--- src/rtl/floor_request_scheduler_if.sv ---
// floor_request_scheduler_if: call-button, car-status and target-floor bundle between the scheduler and its environment.
interface floor_request_scheduler_if #(
    parameter int NUM_FLOORS = 8,
    parameter int FLOOR_W    = 4
);
    logic [NUM_FLOORS-1:0] btn_in;
    logic [FLOOR_W-1:0]    current_floor;
    logic                  car_idle;
    logic [FLOOR_W-1:0]    requested_floor;
    logic                  req_valid;
    logic [NUM_FLOORS-1:0] pending;
    logic                  door_open;
    modport master (
        output btn_in, current_floor, car_idle,
        input  requested_floor, req_valid, pending, door_open
    );
    modport slave (
        input  btn_in, current_floor, car_idle,
        output requested_floor, req_valid, pending, door_open
    );
endinterface

--- src/rtl/floor_request_scheduler.sv ---
// floor_request_scheduler: debounces call buttons, latches requests and issues SCAN-ordered targets with a door dwell.
module floor_request_scheduler #(
    parameter int NUM_FLOORS      = 8,
    parameter int FLOOR_W         = 4,
    parameter int DEBOUNCE_CYCLES = 4,
    parameter int DOOR_DWELL      = 16
) (
    input logic                     clk,
    input logic                     reset,
    floor_request_scheduler_if.slave bus
);
    localparam int CW = $clog2(DEBOUNCE_CYCLES + 1);
    localparam int DW = $clog2(DOOR_DWELL + 1);
    typedef enum logic [1:0] {IDLE, SEEK, DWELL} state_t;
    state_t                state;
    logic [NUM_FLOORS-1:0] sync1, sync2, press, sets, clrs, cur_hot, pend;
    logic [CW-1:0]         cnt [NUM_FLOORS];
    logic [DW-1:0]         dcnt;
    logic                  dir_up, cur_ok, hit, pick, arrive, have_above, have_below;
    logic [FLOOR_W-1:0]    cur, above, below, target;
    assign bus.pending = pend;
    always_ff @(posedge clk or negedge reset) begin
        if (!reset) begin
            sync1 <= '0;
            sync2 <= '0;
            for (int i = 0; i < NUM_FLOORS; i++) cnt[i] <= '0;
        end else begin
            sync1 <= bus.btn_in;
            sync2 <= sync1;
            for (int i = 0; i < NUM_FLOORS; i++)
                cnt[i] <= !sync2[i] ? '0 : cnt[i] == CW'(DEBOUNCE_CYCLES) ? cnt[i] : cnt[i] + 1'b1;
        end
    end
    // A press qualifies only on the edge where the counter reaches its limit, so holding never re-fires.
    always_comb begin
        press = '0;
        for (int i = 0; i < NUM_FLOORS; i++) press[i] = sync2[i] && cnt[i] == CW'(DEBOUNCE_CYCLES - 1);
    end
    always_comb begin
        cur_ok  = int'(bus.current_floor) < NUM_FLOORS;
        cur     = cur_ok ? bus.current_floor : '0;
        cur_hot = cur_ok ? NUM_FLOORS'(1) << bus.current_floor : '0;
        hit     = state == IDLE && bus.car_idle && |(pend & cur_hot);
        pick    = state == IDLE && bus.car_idle && cur_ok && |pend && !hit;
        arrive  = state == SEEK && bus.car_idle && bus.current_floor == bus.requested_floor;
        sets    = press & ~(state == DWELL ? cur_hot : '0);
        clrs    = hit ? cur_hot : arrive ? NUM_FLOORS'(1) << bus.requested_floor : '0;
        have_above = 1'b0;
        above      = '0;
        have_below = 1'b0;
        below      = '0;
        for (int i = NUM_FLOORS - 1; i >= 0; i--)
            if (pend[i] && i > int'(bus.current_floor)) begin
                have_above = 1'b1;
                above      = FLOOR_W'(i);
            end
        for (int i = 0; i < NUM_FLOORS; i++)
            if (pend[i] && i < int'(bus.current_floor)) begin
                have_below = 1'b1;
                below      = FLOOR_W'(i);
            end
        target = dir_up ? (have_above ? above : below) : (have_below ? below : above);
    end
    always_ff @(posedge clk or negedge reset) begin
        if (!reset) begin
            state               <= IDLE;
            pend                <= '0;
            dir_up              <= 1'b1;
            dcnt                <= '0;
            bus.requested_floor <= '0;
            bus.req_valid       <= 1'b0;
            bus.door_open       <= 1'b0;
        end else begin
            pend <= (pend | sets) & ~clrs;
            case (state)
                IDLE: begin
                    bus.requested_floor <= pick ? target : cur;
                    if (hit) begin
                        state         <= DWELL;
                        bus.door_open <= 1'b1;
                        dcnt          <= DW'(DOOR_DWELL - 1);
                    end else if (pick) begin
                        state         <= SEEK;
                        bus.req_valid <= 1'b1;
                        dir_up        <= dir_up ? have_above : !have_below;
                    end
                end
                SEEK: if (arrive) begin
                    state         <= DWELL;
                    bus.req_valid <= 1'b0;
                    bus.door_open <= 1'b1;
                    dcnt          <= DW'(DOOR_DWELL - 1);
                end
                DWELL: begin
                    bus.requested_floor <= cur;
                    if (dcnt == '0) begin
                        state         <= IDLE;
                        bus.door_open <= 1'b0;
                    end else dcnt <= dcnt - 1'b1;
                end
                default: state <= IDLE;
            endcase
        end
    end
endmodule

--- src/flat_wrapper.sv ---
// flat-port wrapper written by rule: the top's interface ports become plain ports
module floor_request_scheduler_flat 
#(
    parameter int NUM_FLOORS      = 8,
    parameter int FLOOR_W         = 4,
    parameter int DEBOUNCE_CYCLES = 4,
    parameter int DOOR_DWELL      = 16
)
  (clk, reset, bus_btn_in, bus_current_floor, bus_car_idle, bus_requested_floor, bus_req_valid, bus_pending, bus_door_open);
  floor_request_scheduler_if #(.NUM_FLOORS(NUM_FLOORS), .FLOOR_W(FLOOR_W)) bus_i ();
  input logic clk;
  input logic reset;
  input wire logic [$bits(bus_i.btn_in)-1:0] bus_btn_in;
  input wire logic [$bits(bus_i.current_floor)-1:0] bus_current_floor;
  input wire logic [$bits(bus_i.car_idle)-1:0] bus_car_idle;
  output wire logic [$bits(bus_i.requested_floor)-1:0] bus_requested_floor;
  output wire logic [$bits(bus_i.req_valid)-1:0] bus_req_valid;
  output wire logic [$bits(bus_i.pending)-1:0] bus_pending;
  output wire logic [$bits(bus_i.door_open)-1:0] bus_door_open;
  assign bus_i.btn_in = bus_btn_in;
  assign bus_i.current_floor = bus_current_floor;
  assign bus_i.car_idle = bus_car_idle;
  assign bus_requested_floor = bus_i.requested_floor;
  assign bus_req_valid = bus_i.req_valid;
  assign bus_pending = bus_i.pending;
  assign bus_door_open = bus_i.door_open;
  floor_request_scheduler #(.NUM_FLOORS(NUM_FLOORS), .FLOOR_W(FLOOR_W), .DEBOUNCE_CYCLES(DEBOUNCE_CYCLES), .DOOR_DWELL(DOOR_DWELL)) u_core (.clk(clk), .reset(reset), .bus(bus_i));
endmodule
--- config.mk ---
export PLATFORM = sky130hd
export DESIGN_NAME = floor_request_scheduler_flat
export DESIGN_NICKNAME = d
export VERILOG_FILES = /design/src/rtl/floor_request_scheduler_if.sv /design/src/rtl/floor_request_scheduler.sv /design/src/flat_wrapper.sv
export SDC_FILE = /design/constraint.sdc
export NUM_CORES = 1
export LEC_CHECK = 0
export ABC_AREA = 1
export BUFFER_PORTS_ARGS = -buffer_cell sky130_fd_sc_hd__buf_4
export CORE_ASPECT_RATIO = 0.9
export CORE_UTILIZATION = 44
export DETAILED_ROUTE_END_ITERATION = 10
export SKIP_CTS_REPAIR_TIMING = 1
export SYNTH_ARGS = -nofsm -noshare
export SYNTH_HDL_FRONTEND = slang
export SYNTH_SLANG_ARGS = --single-unit
--- constraint.sdc ---
create_clock -name clk -period 1.8 [get_ports clk]
set_input_delay 0.09 -clock clk [delete_from_list [all_inputs] [get_ports clk]]
set_output_delay 0.09 -clock clk [all_outputs]
set_load 0.05 [all_outputs]
==> results by group <==
Critical path
  • Crit Reg-Reg Startpoint: u_core.state[0]$_DFFE_PN0P_
  • Worst EP required: ~2 ns
  • Worst EP arrival: roughly 1.9 ns
  • Worst Setup End Kind: register
  • Reg2Reg Setup Slack: 0.11 ns
  • Worst setup path class: reg -> reg
  • Worst r2r dst: u_core.bus.pending[0]$_DFF_PN0_
  • Reg2Reg Depth: 9
  • Crit start category: register
  • CP Max Fanout: 6

Timing
  • Total negative slack: 0 ns
  • PnR worst setup slack: about 0.11 ns
  • Final number of setup-violating endpoints: 0
  • Final min period: 1.69 ns
  • Final Slew Violations: 0
  • Hold Slack: 0.208 ns
  • RSZ-0062 raised after global routing: true
  • Tcrit/Tclk final: approximately 94%
  • F_max: 592 MHz
  • Final Skew: about 0.0058 ns
  • Hold Vio Cnt, Final: 0

Clocking
  • CTS clk-pin slew, worst paths: ~0.07 ns
  • TritonCTS Buffers: 9
  • Clock Root Buffer: clkbuf_8
  • Worst-skew pair later-pin latency: 0.34 ns
  • CTS Sinks: between 60 and 70
  • TritonCTS clock tree: built
  • CTS Buffer Depth: 2
  • Max H-tree Level: 3

Global route
  • Initial antenna violation count: 0
  • Total congestion overflow: 0
  • Grt peak-use layer: met2
  • Largest net degree at the start of global routing: 38
  • Grt met2 use: between 20% and 30%
  • Global-route wire length before repair: roughly 12000 um
  • Met1 Use GR: 27.8%
  • M3 GR Usage: about 4.3%
  • Vias in the first global route: approximately 2.6k
  • GRT Total Usage: about a fifth

Placement
  • Detail Placement HPWL: 5310 um
  • RePlAce Congestion: 0.873
  • Port bufs: 27
  • Place WS: roughly 0.14 ns
  • Post-DP Area: approximately 3800 sq um

Yosys
  • Yosys top cell area share: a little over two fifths
  • Synth Warn #: 0
  • Top-count cell post-synth: nand2_1
  • Simple-gate share of the synthesized area: between 20% and 30%
  • Sequential element share of the synthesized area: ~45%
  • Adder-cell share of the synthesized area: under 10%
  • Post-synthesis mux area share: 0%
  • Largest area contributor in the netlist: dfrtp_1
  • Mapped Cells: 410
  • Synth Net Count: between 400 and 500
  • Ys flop type: dfrtp_1
  • Most instantiated cells after synthesis: nand2_1 (70), inv_1 (64), dfrtp_1 (60), nand3_1 (43), o21ai_0 (33)
  • EDFF count, synth: 0
  • Mean Syn Cell Area: roughly 8.4 sq um
  • Ys async rst share: 100%
  • Synth Area in Compound Gates: 12.5%
  • Mapped Area: between 3000 and 4000 sq um
  • Synth top area cells: dfrtp_1 (44%), ha_1 (9.5%), nand2_1 (7.7%)
  • Yosys reg bits: around 60
  • Largest family of logic cells by synthesized area: simple AND/OR/NAND/NOR gates
  • Synth unique cells: 32
  • Post-synthesis xor/xnor area fraction: less than 1%

Routing
  • Drt total wl: 7160 um
  • Post-route DRC: 0
  • Routed Antenna Nets: 0
  • Via count: 2810
  • Number of detailed-route iterations in the first pass: 4
  • Vias/cell: just over 5
  • Iteration-0 DRC Markers: approximately 180
  • Routed wire per std cell: roughly 13 um

Die
  • Row count: 30
  • Core area: between 7000 and 8000 sq um
  • Die Y: around 86 um
  • I/O pins: 29
  • Die width: 95.0 um
  • Initial Utilization: a little under half
  • Die area: around 8000 sq um

Worst hold path
  • HP Start: bus_current_floor[0]
  • Hold Path Sink: u_core.bus.pending[5]$_DFF_PN0_
  • Hold Path Stages: 4
  • Worst hold-check path type: in -> reg

Layout
  • ANT cells: 0
  • Fillers: 727
  • Area of the multi-input gates: between 1500 and 2000 sq um
  • Area occupied by registers: 1530 sq um
  • Final #Nets: 499
  • Share of layout cells above drive strength 1: a little under a fifth
  • Design area: 4050 sq um
  • Area grow syn2layout: 18.0%

Power and ir drop
  • Peak VDD IR: around 0.00065 V
  • Pwr dens: between 1000 and 1500 nW/um^2
  • LEAKAGE: around 2.0 nW

Flow run
  • Max-Cap Viols: 0

Run status
  • Status: completed
-- cell type report --
class	count	share of cell area, %
inverters	69	6.46
flip-flops and latches	61	37.8
clock buffers	10	3.15
repair buffers	41	8.47
clock inverters	6	1.58
multi-input cells	276	39.6
well taps	96	2.97
-- cells in the final DEF (no fill, tap or decap), types with 5 or more instances in the layout --
master and instances:
o211ai_1 7, nand3_1 43, inv_2 5, nand2_2 10, nor2_1 28, inv_1 63
o21ai_2 8, a21oi_1 17, buf_4 31, nand2_1 70, ha_1 26, dlygate4sd3_1 9
clkbuf_8 9, nor3_1 6, dfrtp_1 60, o21ai_0 33
-- metrics by stage --
step           util (%)  cells  power (mW)
2_1_floorplan         -    410        3.96
3_3_place_gp       49.8    533        4.53
3_5_place_dp       49.8    533        4.60
4_1_cts            52.3    549        5.82
5_1_grt            53.6    559        6.25
6_report           53.6    559        5.79
-- metal layers --
layer | vias to the layer above | part of all wire (%)
met5 | - | 0
met4 | 0 | 1.2
met3 | 7 | 4.5
met2 | 69 | 43
met1 | 1305 | 51
li1 | 1429 | -
-- where the power goes --
| group | switching [mW] | internal [mW] |
|---|---|---|
| sequential | 0.404 | 1.76 |
| clock | 0.557 | 0.636 |
| combinational | 1.58 | 0.843 |
-- how the worst max path moves through the flow --
stage | from | end | slack (ns) | cells past startpoint
after global placement | u_core.state[0]$_DFFE_PN0P_ | u_core.bus.pending[0]$_DFF_PN0_ | 0.18 | 9
after CTS | u_core.state[0]$_DFFE_PN0P_ | u_core.bus.pending[0]$_DFF_PN0_ | 0.12 | 9
after floorplan | u_core.bus.requested_floor[1]$_DFFE_PN0P_ | u_core.dcnt[2]$_DFFE_PN0P_ | 0.12 | 9
final | u_core.state[0]$_DFFE_PN0P_ | u_core.bus.pending[0]$_DFF_PN0_ | 0.11 | 9
after detailed placement | u_core.state[0]$_DFFE_PN0P_ | u_core.bus.requested_floor[2]$_DFFE_PN0P_ | 0.14 | 10
after global routing | u_core.state[0]$_DFFE_PN0P_ | u_core.bus.pending[0]$_DFF_PN0_ | -0.002 | 9
-- kinds of logic after synthesis --
kind of cell | Yosys count
simple gates | 174
xor+xnor | 2
compound gates | 73
other cells | 1
buf+inv | 73
flops | 61
fa+ha+maj | 26
-- critical path: stages (launching register included) --
cell      delay, ns
dfrtp_1        0.41
inv_1          0.13
nor2_4         0.14
o21ai_0        0.10
nor2_1         0.09
nand2_1        0.15
nor3_1         0.29
nand2_1        0.10
o211ai_1       0.11
inv_1          0.06
-- flip-flops by register name (all words and copies together), names as in the netlist --
name	count
u_core.dir_up	1
u_core.sync1	8
u_core.cnt	24
u_core.bus.door_open	1
u_core.sync2	8
u_core.bus.pending	8
u_core.state	2
u_core.bus.req_valid	1
u_core.bus.requested_floor	3
u_core.dcnt	5
No activity file was read; power rests on OpenSTA's default activity.
